File: src/rtl/sco_pkg.sv
// Shared stopwatch definitions: key channel indices, debounce FSM states and
// millisecond-to-cycle conversion helpers.
package sco_pkg;

   localparam int unsigned KEY_BS  = 0;
   localparam int unsigned KEY_REC = 1;
   localparam int unsigned KEY_DIS = 2;

   typedef enum logic [1:0] {
      IDLE         = 2'd0,
      PRESS_WAIT   = 2'd1,
      HELD         = 2'd2,
      RELEASE_WAIT = 2'd3
   } kstate_t;

   function automatic int unsigned ms_to_cycles(input int unsigned clk_hz,
                                                input int unsigned ms);
      return (clk_hz / 1000) * ms;
   endfunction

   // Bits needed to count 0..n-1, never less than one.
   function automatic int unsigned cnt_width(input int unsigned n);
      return (n <= 2) ? 1 : $clog2(n);
   endfunction

endpackage

File: src/rtl/key_debounce_ch.sv
// One debounce channel: two-flop synchroniser, stable-time counter and
// press/release FSM. Hold-to-repeat strobes are enabled by KEY_REPEAT_EN.
module key_debounce_ch
   import sco_pkg::*;
#(
   parameter int unsigned DB = 4,
   parameter int unsigned RD = 10,
   parameter int unsigned RP = 5
) (
   input  logic clk,
   input  logic rst,
   input  logic key_raw,
   output logic pulse,
   output logic level
);

`ifdef KEY_REPEAT_EN
   localparam bit REPEAT_ON = 1'b1;
`else
   localparam bit REPEAT_ON = 1'b0;
`endif

   localparam int unsigned CW   = cnt_width(DB);
   localparam int unsigned RMAX = (RD > RP) ? RD : RP;
   localparam int unsigned RW   = cnt_width(RMAX);
   localparam logic [CW-1:0] CNT_LAST = CW'(DB - 1);
   localparam logic [RW-1:0] RD_LAST  = RW'(RD - 1);
   localparam logic [RW-1:0] RP_LAST  = RW'(RP - 1);

   logic          s1, s2, pressed;
   kstate_t       state, nxt;
   logic [CW-1:0] cnt, cnt_nxt;
   logic [RW-1:0] rcnt;
   logic          rep, rpt_fire;
   logic          pulse_nxt, level_nxt;

   assign pressed = ~s2;

   // rcnt counts only while staying in HELD; any entry or exit restarts it.
   assign rpt_fire = REPEAT_ON && (state == HELD) && pressed &&
                     (rcnt == (rep ? RP_LAST : RD_LAST));

   always_ff @(posedge clk) begin
      if (rst) begin
         s1    <= 1'b1;
         s2    <= 1'b1;
         state <= IDLE;
         cnt   <= '0;
         rcnt  <= '0;
         rep   <= 1'b0;
         pulse <= 1'b0;
         level <= 1'b0;
      end else begin
         s1    <= key_raw;
         s2    <= s1;
         state <= nxt;
         cnt   <= cnt_nxt;
         pulse <= pulse_nxt;
         level <= level_nxt;
         if (state != HELD || nxt != HELD) begin
            rcnt <= '0;
            rep  <= 1'b0;
         end else if (rpt_fire) begin
            rcnt <= '0;
            rep  <= 1'b1;
         end else begin
            rcnt <= rcnt + RW'(1);
         end
      end
   end

   always_comb begin
      nxt       = state;
      cnt_nxt   = cnt;
      pulse_nxt = 1'b0;
      case (state)
         IDLE: begin
            if (pressed) begin
               nxt     = PRESS_WAIT;
               cnt_nxt = '0;
            end
         end
         PRESS_WAIT: begin
            if (!pressed) begin
               nxt = IDLE;
            end else if (cnt == CNT_LAST) begin
               nxt       = HELD;
               pulse_nxt = 1'b1;
            end else begin
               cnt_nxt = cnt + CW'(1);
            end
         end
         HELD: begin
            if (!pressed) begin
               nxt     = RELEASE_WAIT;
               cnt_nxt = '0;
            end else if (rpt_fire) begin
               pulse_nxt = 1'b1;
            end
         end
         RELEASE_WAIT: begin
            if (pressed) begin
               nxt = HELD;
            end else if (cnt == CNT_LAST) begin
               nxt = IDLE;
            end else begin
               cnt_nxt = cnt + CW'(1);
            end
         end
         default: nxt = IDLE;
      endcase
   end

   always_comb begin
      level_nxt = (nxt == HELD) || (nxt == RELEASE_WAIT);
   end

endmodule

File: src/rtl/key_debounce.sv
// Debounces the raw active-low push-buttons into one-cycle press strobes and
// pressed levels for the stopwatch core. Optional repeat: KEY_REPEAT_EN.
module key_debounce
   import sco_pkg::*;
#(
   parameter int unsigned N_KEYS           = 3,
   parameter int unsigned CLK_HZ           = 50_000_000,
   parameter int unsigned DEBOUNCE_MS      = 20,
   parameter int unsigned REPEAT_DELAY_MS  = 500,
   parameter int unsigned REPEAT_PERIOD_MS = 100
) (
   input  logic              clk,
   input  logic              rst,
   input  logic [N_KEYS-1:0] key_in,
   output logic [N_KEYS-1:0] key_pulse,
   output logic [N_KEYS-1:0] key_level
);

   localparam int unsigned DB = ms_to_cycles(CLK_HZ, DEBOUNCE_MS);
   localparam int unsigned RD = ms_to_cycles(CLK_HZ, REPEAT_DELAY_MS);
   localparam int unsigned RP = ms_to_cycles(CLK_HZ, REPEAT_PERIOD_MS);

   for (genvar i = 0; i < N_KEYS; i++) begin : g_ch
      key_debounce_ch #(
         .DB(DB),
         .RD(RD),
         .RP(RP)
      ) u_ch (
         .clk    (clk),
         .rst    (rst),
         .key_raw(key_in[i]),
         .pulse  (key_pulse[i]),
         .level  (key_level[i])
      );
   end

endmodule

File: config.mk
export PLATFORM = sky130hd
export DESIGN_NAME = key_debounce
export DESIGN_NICKNAME = d
export VERILOG_FILES = /design/src/rtl/sco_pkg.sv /design/src/rtl/key_debounce_ch.sv /design/src/rtl/key_debounce.sv
export SDC_FILE = /design/constraint.sdc
export NUM_CORES = 1
export LEC_CHECK = 0
export BUFFER_PORTS_ARGS = -buffer_cell sky130_fd_sc_hd__buf_2
export CORE_MARGIN = 3
export CORE_UTILIZATION = 33
export DETAILED_ROUTE_END_ITERATION = 6
export PLACE_DENSITY_LB_ADDON = 0.05
export SLEW_MARGIN = 0
export SYNTH_ARGS = -nofsm -noshare
export SYNTH_HDL_FRONTEND = slang
export SYNTH_SLANG_ARGS = --single-unit
File: constraint.sdc
create_clock -name clk -period 2.3 [get_ports clk]
set_clock_uncertainty 0.2 [all_clocks]
set_input_delay 0.46 -clock clk [delete_from_list [all_inputs] [get_ports clk]]
set_output_delay 0.46 -clock clk [all_outputs]
set_load 0.02 [all_outputs]
==> results of run 1 <==
[worst register-to-register path: stages, from the launching register on]
cell and delay (ps):
dfxtp_1 310, or4_1 520, or4_4 610, buf_12 160
o2111ai_4 180, xor2_1 160, nor2_1 50
[per-stage QoR]
step	hold slack, ps	setup TNS [ps]	util [%]	cells	power, W
global route	69.5	-582	40.3	590	0.00258
CTS	67.2	-95.7	40.1	590	0.00251
global placement	191	0	37.9	573	0.00148
floorplan	189	0	-	419	0.00144
detailed placement	195	-38.0	37.9	573	0.00148
finish	88.1	-39.0	40.3	590	0.00246
[flip-flops by register name, indices dropped and copies added (netlist names)]
register         count
g_ch.u_ch.pulse      3
g_ch.u_ch.s1         3
g_ch.u_ch.level      3
g_ch.u_ch.s2         3
g_ch.u_ch.cnt       60
g_ch.u_ch.state      6
[timing repair]
action	CTS	global route
pin swaps	6	4
resized for setup	6	5
setup buffers	1	0
endpoints found under the setup margin	7	16
[cells in the mapped netlist, types with 9 or more instances]
| library cell | n |
|---|---|
| or3_1 | 10 |
| clkbuf_1 | 18 |
| o21ai_1 | 12 |
| dfxtp_1 | 78 |
| a21oi_1 | 25 |
| nand4_1 | 17 |
| xor2_1 | 19 |
| nor3_1 | 12 |
| nor2_1 | 55 |
| inv_1 | 9 |
| nand3_1 | 26 |
| xnor2_1 | 22 |
| nand2_1 | 21 |
| and3_1 | 9 |
[area by class of cell]
cell class / instances / area [um2]
Clock buffer: 9 / 124
Clock inverter: 7 / 65.1
Fill cell: 1074 / 6240
Inverter: 10 / 37.5
Multi-Input combinational cell: 306 / 1930
Sequential cell: 78 / 1570
Tap cell: 136 / 170
Timing Repair Buffer: 44 / 330
[power by group through the flow]
stage	Combinational [W]	Sequential (W)	Clock, W
after floorplan	0.0000481	0.00139	0
after global placement	0.0000818	0.00140	0
after detailed placement	0.0000819	0.00140	0
after CTS	0.0000827	0.00136	0.00106
after global routing	0.0000906	0.00137	0.00113
final	0.0000811	0.00136	0.00102
[layout by cell type, fill, tap and decap left out, types with 3 or more instances in the layout]
cell type / instances
dfxtp_1: 74
and3_1: 9
nor4_1: 7
xor2_1: 19
inv_1: 9
xnor2_1: 22
o21bai_1: 3
dfxtp_2: 4
or4_1: 3
o21ai_1: 11
nand3_1: 26
o21ai_0: 5
buf_4: 32
nand2_1: 21
ha_1: 3
nand4b_1: 4
a31oi_1: 5
nor2_1: 55
o2111ai_4: 3
a211oi_1: 6
a21oi_1: 24
clkinv_2: 4
buf_2: 10
or2_2: 6
clkbuf_8: 9
nand4_1: 17
and4_1: 7
nor3_1: 12
or3_1: 10
[kinds of logic (layout without fill, tap and decap cells)]
| kind of cell | after synthesis | count (layout) | share of synthesized area (%) |
|---|---|---|---|
| AOI/OAI and AO/OA | 71 | 71 | 12.7 |
| xor gates and xnor gates | 41 | 41 | 9.97 |
| adders and majority gates | 3 | 3 | 1.04 |
| buffers and inverters | 35 | 70 | 4.48 |
| DFF | 78 | 78 | 43.4 |
| muxes | 2 | 2 | 0.591 |
| and+or+nand+nor | 189 | 189 | 27.8 |
[path summary, 6_finish.rpt]
check                                                 startpoint  cells past startpoint                          endpoint
worst min-delay path                                   key_in[1]                      2        g_ch[1].u_ch.s1$_SDFF_PP1_
worst min register to register        g_ch[0].u_ch.s1$_SDFF_PP1_                      1        g_ch[0].u_ch.s2$_SDFF_PP1_
worst max register to register  g_ch[0].u_ch.cnt[6]$_SDFFE_PP0P_                      6  g_ch[0].u_ch.cnt[5]$_SDFFE_PP0P_
worst max-delay path            g_ch[0].u_ch.cnt[6]$_SDFFE_PP0P_                      6  g_ch[0].u_ch.cnt[5]$_SDFFE_PP0P_
[per-layer routing]
metal	track usage, %	wire length (um)
met5	0	0
met4	5.25	117
met3	3.18	191
met2	22.3	3770
met1	17.7	4090
==> flow_summary_export.csv, run 1 <==
group,metric,value,unit
run_status,outcome,"finished with violations",
run_status,violations,"setup timing",
timing,fmax,0.431,GHz
worst_setup_path,cp.arrival,2350,ps
global_routing,grt_max_degree,29,
routing,ant_nets,0,
worst_setup_path,cp_top_family,"simple AND/OR/NAND/NOR gates",
die,dieArea,12200,um2
die,chipHeight,110,um
die,fp.dieW,110,um
routing,drt_pass1_iterations,4,
pwr,p_int,0.00188,W
worst_setup_path,crit_slowest_cell,"or4_4",
final_layout,n_antenna_cell,0,
timing,fin_crit_sh,101,%
timing,rsz0062_at_grt,"true",
logic_synthesis,synth_fp_nets,427,
placed_design,gp_congestion,0.748,
worst_setup_path,critPathMaxStageDelay,610,ps
timing,slew_headroom,54.3,%
logic_synthesis,syn_area,3600,um2
timing,drv_slew,0,
logic_synthesis,synth_edf_count,0,
placed_design,hpwl,5700,um
worst_setup_path,critPathCaptureType,"flip-flop",
placed_design,place_ws,-16.9,ps
timing,finalSetupViolCount,4,
global_routing,grt_pass1_vias,2986,
routing,post-route-drc-count,0,
clock_tree,cts_hold_buf,0,
logic_synthesis,synth.area.top_cells,"dfxtp_1, nor2_1, xnor2_1, xor2_1, nand3_1",
timing,tightestPinTransition,683,ps
logic_synthesis,synthCells,419,
logic_synthesis,synth_top_area_cell,"dfxtp_1",
min_path,hp-class,"in -> reg",
clock_tree,cts.sinks,78,
pwr,ir_drop,0.000260,V
logic_synthesis,ys_seq_area_share,43.4,%
routing,wl_per_cell,13.8,um
worst_setup_path,reg2reg_slack,-20,ps
logic_synthesis,avgSynthCellArea,8.59,um2
global_routing,grt_antenna_before_repair,0,
pwr,p_sw_share,23.7,%
pwr,p_sw,0.000583,W
routing,vias,3003,
final_layout,nets,457,
global_routing,gr-usage-all-layers,13.7,%
pwr,clkPwrFrac,41.3,%
logic_synthesis,yosysWarnings,0,
routing,via_per_inst,5.09,
flow_run,maxCapViolCount,0,
clock_tree,cts_tree,"done",
routing,drt_iter0_drc,98,
die,coreArea,10500,um2
pwr,power_frac_comb,3.3,%
worst_setup_path,criticalPathCategory,"reg -> reg",
pwr,seqPwrFrac,55.4,%
logic_synthesis,synth-async-reset-ratio,0,%
logic_synthesis,synth_cell_types,48,
worst_setup_path,path_buf_inv,1,
clock_tree,htreeDepth,3,
clock_tree,numCtsBuffers,9,
timing,setup_slack,-19.0,ps
logic_synthesis,yosys.area.top_type_share,43.4,%
die,placementRows,37,
global_routing,grt_pass1_wl,14000,um
die,start_util,34.4,%
global_routing,grt.overflow.total,0,
die,io_pins,11,
pwr,powerDensity,584,nW/um2
worst_setup_path,crit_fanout,6,
timing,finalCriticalPeriod,2320,ps
final_layout,drive_gt1_share,18.1,%
placed_design,placed_area,3970,um2
final_layout,area_delta_synth_final,17.2,%
clock_tree,clkSlewWorstSetupHoldPaths,80,ps
logic_synthesis,ys.flop_type,"dfxtp_1",
worst_setup_path,worst_ep_required_time,2330,ps
clock_tree,cts_root_buffer,"clkbuf_8",
placed_design,place.port_buffers,10,
timing,hold_viol,0,
clock_tree,clock_latency,350,ps
routing,routed_wl,8170,um
worst_setup_path,cp-start-kind,"flip-flop",
logic_synthesis,ys_ff_latch,78,
final_layout,fin_area,4220,um2
worst_setup_path,path_cells,"or4_1 -> or4_4 -> buf_12 -> o2111ai_4 -> xor2_1 -> nor2_1",
clock_tree,clk_path_buf_depth,2,
pwr,p_leak,1.43,nW
Power figures use the tool's default switching activity.
==> run 2: changes to the inputs <==
Settings changed: ABC_AREA from default to 1, PLACE_DENSITY_LB_ADDON 0.05 to default.
==> run 2 against run 1 <==
- first-iteration DRC count grew to 2.5 times the previous value
- critical path depth is 3 higher
- setup slack better by 320 ps
- the run now ends clean
- largest cell class unchanged
- core utilization is 1.9 points lower
- critical path type unchanged
==> flow_summary_export.csv, run 2 <==
group,metric,value,unit
worst_setup_path,critPathCaptureType,"flip-flop",
worst_setup_path,rr_startpoint,"g_ch[0].u_ch.cnt[0]$_SDFFE_PP0P_",
routing,routed_wl,9360,um
clock_tree,clock_latency,340,ps
clock_tree,clk_path_buf_depth,2,
timing,finalSetupViolCount,0,
worst_setup_path,reg2reg_slack,310,ps
logic_synthesis,synthCells,688,
timing,hold_viol,0,
final_layout,area_delta_synth_final,12.6,%
routing,drt_iter0_drc,245,
timing,fmax,0.501,GHz
logic_synthesis,syn_area,4360,um2
worst_setup_path,path_buf_inv,1,
routing,ant_nets,0,
global_routing,grt_pass1_wl,16700,um
logic_synthesis,ys_seq_area_share,35.8,%
logic_synthesis,yosys.area.top_type_share,35.8,%
clock_tree,cts_root_buffer,"clkbuf_16",
final_layout,largest_reg_flops,60,
clock_tree,cts_hold_buf,0,
worst_setup_path,cp-start-kind,"flip-flop",
final_layout,largest-register,"g_ch.u_ch.cnt",
timing,fin_crit_sh,86.7,%
timing,slew_headroom,68.7,%
flow_run,maxCapViolCount,0,
die,coreArea,12800,um2
worst_setup_path,path_cells,"ha_1 -> nand3_2 -> nor2_4 -> nand3_4 -> nand2_4 -> inv_2 -> nor2_1 -> nor2_1 -> nor2_1",
pwr,seqPwrFrac,44.1,%
min_path,holdCritStartpoint,"key_in[0]",
clock_tree,post_cts_buffers,0,
routing,vias,3991,
placed_design,hpwl,6770,um
worst_setup_path,crit_fanout,18,
final_layout,drive_gt1_share,10.5,%
worst_setup_path,crit_slowest_cell,"dfxtp_1",
logic_synthesis,yosysWarnings,0,
die,placementRows,41,
final_layout,layout_common_cells,"nand2_1, nor2_1, inv_1",
timing,setup_slack,305,ps
pwr,p_sw_share,20.3,%
routing,via_per_inst,4.56,
final_layout,n_antenna_cell,0,
final_layout,final_util,38.5,%
timing,fin_setup_tns,0,ps
timing,finalCriticalPeriod,1990,ps
pwr,ir_drop,0.000389,V
global_routing,grt.overflow.total,0,
timing,tightestPinTransition,466,ps
die,chipHeight,121,um
pwr,p_int,0.00247,W
timing,drv_slew,0,
pwr,p_sw,0.000631,W
min_path,min_path_cells,2,
worst_setup_path,cp_top_family,"simple AND/OR/NAND/NOR gates",
clock_tree,clkSlewWorstSetupHoldPaths,60,ps
routing,wl_per_cell,10.7,um
worst_setup_path,critPathMaxStageDelay,380,ps
pwr,p_leak,1.85,nW
worst_setup_path,worstSetupStartpoint,"g_ch[0].u_ch.cnt[0]$_SDFFE_PP0P_",
worst_setup_path,rr_endpoint,"g_ch[0].u_ch.cnt[12]$_SDFFE_PP0P_",
clock_tree,cts_tree,"done",
global_routing,grt_max_degree,31,
routing,drt_pass1_iterations,4,
routing,post-route-drc-count,0,
logic_synthesis,synth_top_area_cell,"dfxtp_1",
worst_setup_path,criticalPathCategory,"reg -> reg",
worst_setup_path,cp_common_cell,"nor2_1",
clock_tree,cts.sinks,78,
logic_synthesis,ys_ff_latch,78,
logic_synthesis,yosys-top-cells-count,"nand2_1, nor2_1, inv_1",
logic_synthesis,synth-async-reset-ratio,0,%
pwr,clkPwrFrac,52.9,%
timing,rsz0062_at_grt,"false",
global_routing,grt_pass1_vias,3663,
final_layout,n_fill_cell,1359,
worst_setup_path,reg2regPathDepth,9,
logic_synthesis,ys.flop_type,"dfxtp_1",
die,fp.dieW,121,um
final_layout,nets,707,
global_routing,gr-usage-all-layers,13.9,%
pwr,power_frac_comb,2.9,%
min_path,min_to,"g_ch[0].u_ch.s1$_SDFF_PP1_",
die,start_util,34.2,%
placed_design,gp_congestion,0.855,
timing,fin_hold_ws,94.1,ps
clock_tree,numCtsBuffers,9,
logic_synthesis,synth_fp_nets,696,
worst_setup_path,worst_ep_required_time,2380,ps
die,io_pins,11,
global_routing,grt_antenna_before_repair,0,
die,dieArea,14600,um2
clock_tree,ctsResizeCount,0,
final_layout,mostFrequentLayoutCell,"nand2_1",
logic_synthesis,avgSynthCellArea,6.34,um2
run_status,outcome,"finished clean",
pwr,power,0.00310,W
min_path,hp-class,"in -> reg",
placed_design,place_ws,332,ps
pwr,powerDensity,631,nW/um2
clock_tree,htreeDepth,3,
logic_synthesis,synth_cell_types,33,
logic_synthesis,synth_edf_count,0,
final_layout,top_regs,"g_ch.u_ch.cnt x60, g_ch.u_ch.state x6",
logic_synthesis,yosysMostFrequentCell,"nand2_1",
placed_design,place.port_buffers,10,
logic_synthesis,synth.area.top_cells,"dfxtp_1, nand2_1, nor2_1, inv_1, nand3_1",
worst_setup_path,cp.arrival,2070,ps
run 2: changes by cell type after synthesis, sizes merged, moves of 9 or more:
| cell | delta |
|---|---|
| or3 | -10 |
| clkbuf | -16 |
| nand3b | +9 |
| and3 | -9 |
| nand3 | +39 |
| xnor2 | -19 |
| nor2 | +88 |
| xor2 | -9 |
| nand2 | +165 |
| a21oi | +9 |
| inv | +79 |
| buf | +12 |
run 2: power by group through the flow:
stage	clock network (W)	logic [W]	registers (W)
2_1_floorplan	0	0.0000665	0.00140
3_3_place_gp	0	0.0000936	0.00140
3_5_place_dp	0	0.0000927	0.00140
4_1_cts	0.00169	0.0000929	0.00137
5_1_grt	0.00173	0.000104	0.00137
6_report	0.00164	0.0000910	0.00137
run 2: how the worst max path moves through the flow:
stage	endpoint	slack [ps]	depth (start not counted)
5_1_grt	g_ch[0].u_ch.cnt[12]$_SDFFE_PP0P_	130	9
2_1_floorplan	g_ch[2].u_ch.level$_SDFF_PP0_	610	7
4_1_cts	g_ch[0].u_ch.cnt[12]$_SDFFE_PP0P_	300	9
3_5_place_dp	g_ch[0].u_ch.cnt[12]$_SDFFE_PP0P_	330	9
6_report	g_ch[0].u_ch.cnt[12]$_SDFFE_PP0P_	310	9
3_3_place_gp	g_ch[0].u_ch.cnt[12]$_SDFFE_PP0P_	400	9
run 2: layout make-up:
| class | instances | area, um2 | share of cell area [%] |
|---|---|---|---|
| clock buffer | 11 | 243 | 4.94 |
| tap | 172 | 215 | 4.38 |
| timing repair buffer | 21 | 133 | 2.70 |
| inverter | 90 | 339 | 6.90 |
| clock inverter | 4 | 95.1 | 1.93 |
| multi-input combinational | 499 | 2330 | 47.4 |
| sequential | 78 | 1560 | 31.8 |
run 2: per-layer routing:
| layer | vias to the layer above | routed length [um] | global-route usage [%] |
|---|---|---|---|
| met3 | 13 | 403 | 3.73 |
| met1 | 1738 | 4750 | 18.6 |
| met2 | 70 | 4060 | 21.6 |
| met5 | - | 0 | 0 |
| li1 | 2170 | - | - |
| met4 | 0 | 149 | 4.89 |
run 2: logic make-up after synthesis:
kind of cell               Yosys count  share of synthesized area (%)
and+or+nand+nor                    438                           43.7
buffers and inverters              111                           10.9
DFF                                 78                           35.8
AOI/OAI and AO/OA                   45                           5.85
xor gates and xnor gates            13                           2.95
adders and majority gates            3                          0.860
run 2: through the flow:
stage / cell area [um2] / instances
floorplan: 4360 / 688
global placement: 4580 / 860
detailed placement: 4580 / 860
CTS: 4910 / 875
global route: 4910 / 875
finish: 4910 / 875
run 2: worst register-to-register path, delay by kind of cell (launching register included):
kind	cells	cell delay [ps]
flops	1	380
fa+ha+maj	1	220
buf+inv	1	120
simple gates	7	1030
==> run 3: changes to the inputs <==
Settings changed: CORE_MARGIN 3 to 2.
==> run 3 against run 2 <==
- clock power decreased by 12%
- combinational power decreased by 0.4%
- sequential share of layout area up 0.25 points
- critical endpoint unchanged
- count of clock-buffer cells in the layout up 1
- wire length decreased by 1.3%
- via count decreased by 2.5%
- maximum frequency up 0.83%
- worst hold slack better by 6.1 ps
- sequential power barely moved
- critical path depth unchanged
==> flow_summary_export.csv, run 3 (same netlist as run 2, synthesis figures left out) <==
group,metric,value,unit
clock_tree,numCtsBuffers,9,
timing,finalSetupViolCount,0,
worst_setup_path,criticalPathCategory,"reg -> reg",
routing,vias,3893,
routing,wl_per_cell,10.5,um
timing,setup_slack,322,ps
placed_design,placed_area,4570,um2
pwr,p_leak,1.84,nW
routing,post-route-drc-count,0,
die,io_pins,11,
timing,fin_hold_ws,100,ps
final_layout,fin_area,4880,um2
global_routing,grt_pass1_wl,16200,um
final_layout,mostFrequentLayoutCell,"nand2_1",
clock_tree,cts_hold_buf,0,
placed_design,gp_congestion,0.876,
clock_tree,cts.sinks,78,
routing,routed_wl,9240,um
worst_setup_path,cp_common_cell,"nor2_1",
die,placementRows,42,
pwr,ir_drop,0.000456,V
timing,rsz0062_at_grt,"false",
global_routing,grt_max_degree,31,
clock_tree,cts_tree,"done",
routing,ant_nets,0,
clock_tree,clkSlewWorstSetupHoldPaths,60,ps
die,chipHeight,119,um
clock_tree,cts_root_buffer,"clkbuf_16",
timing,finalCriticalPeriod,1980,ps
flow_run,maxCapViolCount,0,
pwr,clkPwrFrac,49.7,%
pwr,seqPwrFrac,47.2,%
worst_setup_path,cp.arrival,2050,ps
global_routing,grt.overflow.total,0,
final_layout,area_delta_synth_final,11.7,%
worst_setup_path,cp_top_family,"simple AND/OR/NAND/NOR gates",
worst_setup_path,cp-start-kind,"flip-flop",
clock_tree,ctsResizeCount,0,
placed_design,place.port_buffers,10,
timing,drv_slew,0,
global_routing,grt_pass1_vias,3542,
final_layout,nets,706,
die,start_util,33.4,%
pwr,powerDensity,595,nW/um2
worst_setup_path,reg2reg_slack,320,ps
timing,fin_crit_sh,86.0,%
final_layout,largest-register,"g_ch.u_ch.cnt",
global_routing,grt_antenna_before_repair,0,
worst_setup_path,path_cells,"ha_1 -> nand3_2 -> nor2_4 -> nand3_4 -> nand2_4 -> inv_2 -> nor2_1 -> nor2_1 -> nor2_1",
global_routing,gr-usage-all-layers,14.1,%
final_layout,layout_common_cells,"nand2_1, nor2_1, inv_1",
die,dieArea,14200,um2
die,fp.dieW,119,um
final_layout,drive_gt1_share,10.5,%
run_status,outcome,"finished clean",
min_path,hp-class,"in -> reg",
timing,fin_setup_tns,0,ps
pwr,p_sw,0.000620,W
routing,drt_iter0_drc,217,
timing,fmax,0.505,GHz
timing,hold_viol,0,
worst_setup_path,crit_slowest_cell,"dfxtp_1",
worst_setup_path,critPathCapture,"g_ch[0].u_ch.cnt[12]$_SDFFE_PP0P_",
die,coreArea,13100,um2
clock_tree,clock_latency,340,ps
worst_setup_path,worst_ep_required_time,2380,ps
placed_design,place_ws,356,ps
worst_setup_path,worstSetupStartpoint,"g_ch[0].u_ch.cnt[0]$_SDFFE_PP0P_",
routing,drt_pass1_iterations,4,
worst_setup_path,critPathMaxStageDelay,360,ps
placed_design,hpwl,6660,um
worst_setup_path,rr_endpoint,"g_ch[0].u_ch.cnt[12]$_SDFFE_PP0P_",
worst_setup_path,crit_fanout,18,
timing,tightestPinTransition,436,ps
pwr,p_int,0.00228,W
pwr,p_sw_share,21.4,%
timing,slew_headroom,70.9,%
final_layout,largest_reg_flops,60,
final_layout,top_regs,"g_ch.u_ch.cnt x60, g_ch.u_ch.state x6",
routing,via_per_inst,4.43,
clock_tree,clk_path_buf_depth,2,
worst_setup_path,rr_startpoint,"g_ch[0].u_ch.cnt[0]$_SDFFE_PP0P_",
clock_tree,htreeDepth,3,
final_layout,n_antenna_cell,0,
clock_tree,post_cts_buffers,0,
pwr,power_frac_comb,3.1,%
worst_setup_path,cp.depth,9,
worst_setup_path,path_buf_inv,1,
worst_setup_path,critPathCaptureType,"flip-flop",
worst_setup_path,reg2regPathDepth,9,
==> run 3: cell count changes in the layout (fill, tap and decap cells not counted) <==
cell       previous run  this run
bufinv_16             3         1
clkinv_2              2         4
buf_4                11        10
clkbuf_8              1         2
==> run 3: through the flow <==
stage	total power [W]	utilization [%]	instances
2_1_floorplan	0.00146	-	688
3_3_place_gp	0.00149	35.0	863
3_5_place_dp	0.00149	35.0	863
4_1_cts	0.00295	37.3	879
5_1_grt	0.00302	37.3	879
6_report	0.00290	37.3	879
==> run 3: routing by layer <==
layer | up-vias | global-route usage (%) | share of wire, %
met5 | - | 0 | 0
met4 | 0 | 5.51 | 2.2
met3 | 15 | 4.26 | 4.7
met2 | 64 | 21.2 | 42
met1 | 1655 | 18.8 | 51
li1 | 2159 | - | -
==> run 3: area by class of cell <==
type / count / area, um2
fill: 1422 / 8210
multi-input combinational: 499 / 2330
sequential: 78 / 1560
inverter: 90 / 339
clock buffer: 12 / 256
tap: 176 / 220
timing repair buffer: 20 / 125
clock inverter: 4 / 45.0
==> run 3: worst min path at each step <==
stage / startpoint / end / slack, ps / depth (start not counted)
global placement: g_ch[2].u_ch.s1$_SDFF_PP1_ / g_ch[2].u_ch.s2$_SDFF_PP1_ / 190 / 1
finish: key_in[1] / g_ch[1].u_ch.s1$_SDFF_PP1_ / 100 / 2
detailed placement: g_ch[2].u_ch.s1$_SDFF_PP1_ / g_ch[2].u_ch.s2$_SDFF_PP1_ / 190 / 1
CTS: key_in[0] / g_ch[0].u_ch.s1$_SDFF_PP1_ / 80 / 2
floorplan: g_ch[0].u_ch.s1$_SDFF_PP1_ / g_ch[0].u_ch.s2$_SDFF_PP1_ / 190 / 1
global route: key_in[2] / g_ch[2].u_ch.s1$_SDFF_PP1_ / 80 / 2
==> run 3: power groups by stage <==
| stage | logic, W | registers, W | clock network [W] |
|---|---|---|---|
| 3_5_place_dp | 0.0000922 | 0.00140 | 0 |
| 3_3_place_gp | 0.0000917 | 0.00140 | 0 |
| 6_report | 0.0000906 | 0.00137 | 0.00144 |
| 2_1_floorplan | 0.0000665 | 0.00140 | 0 |
| 5_1_grt | 0.000103 | 0.00137 | 0.00155 |
| 4_1_cts | 0.0000926 | 0.00137 | 0.00149 |
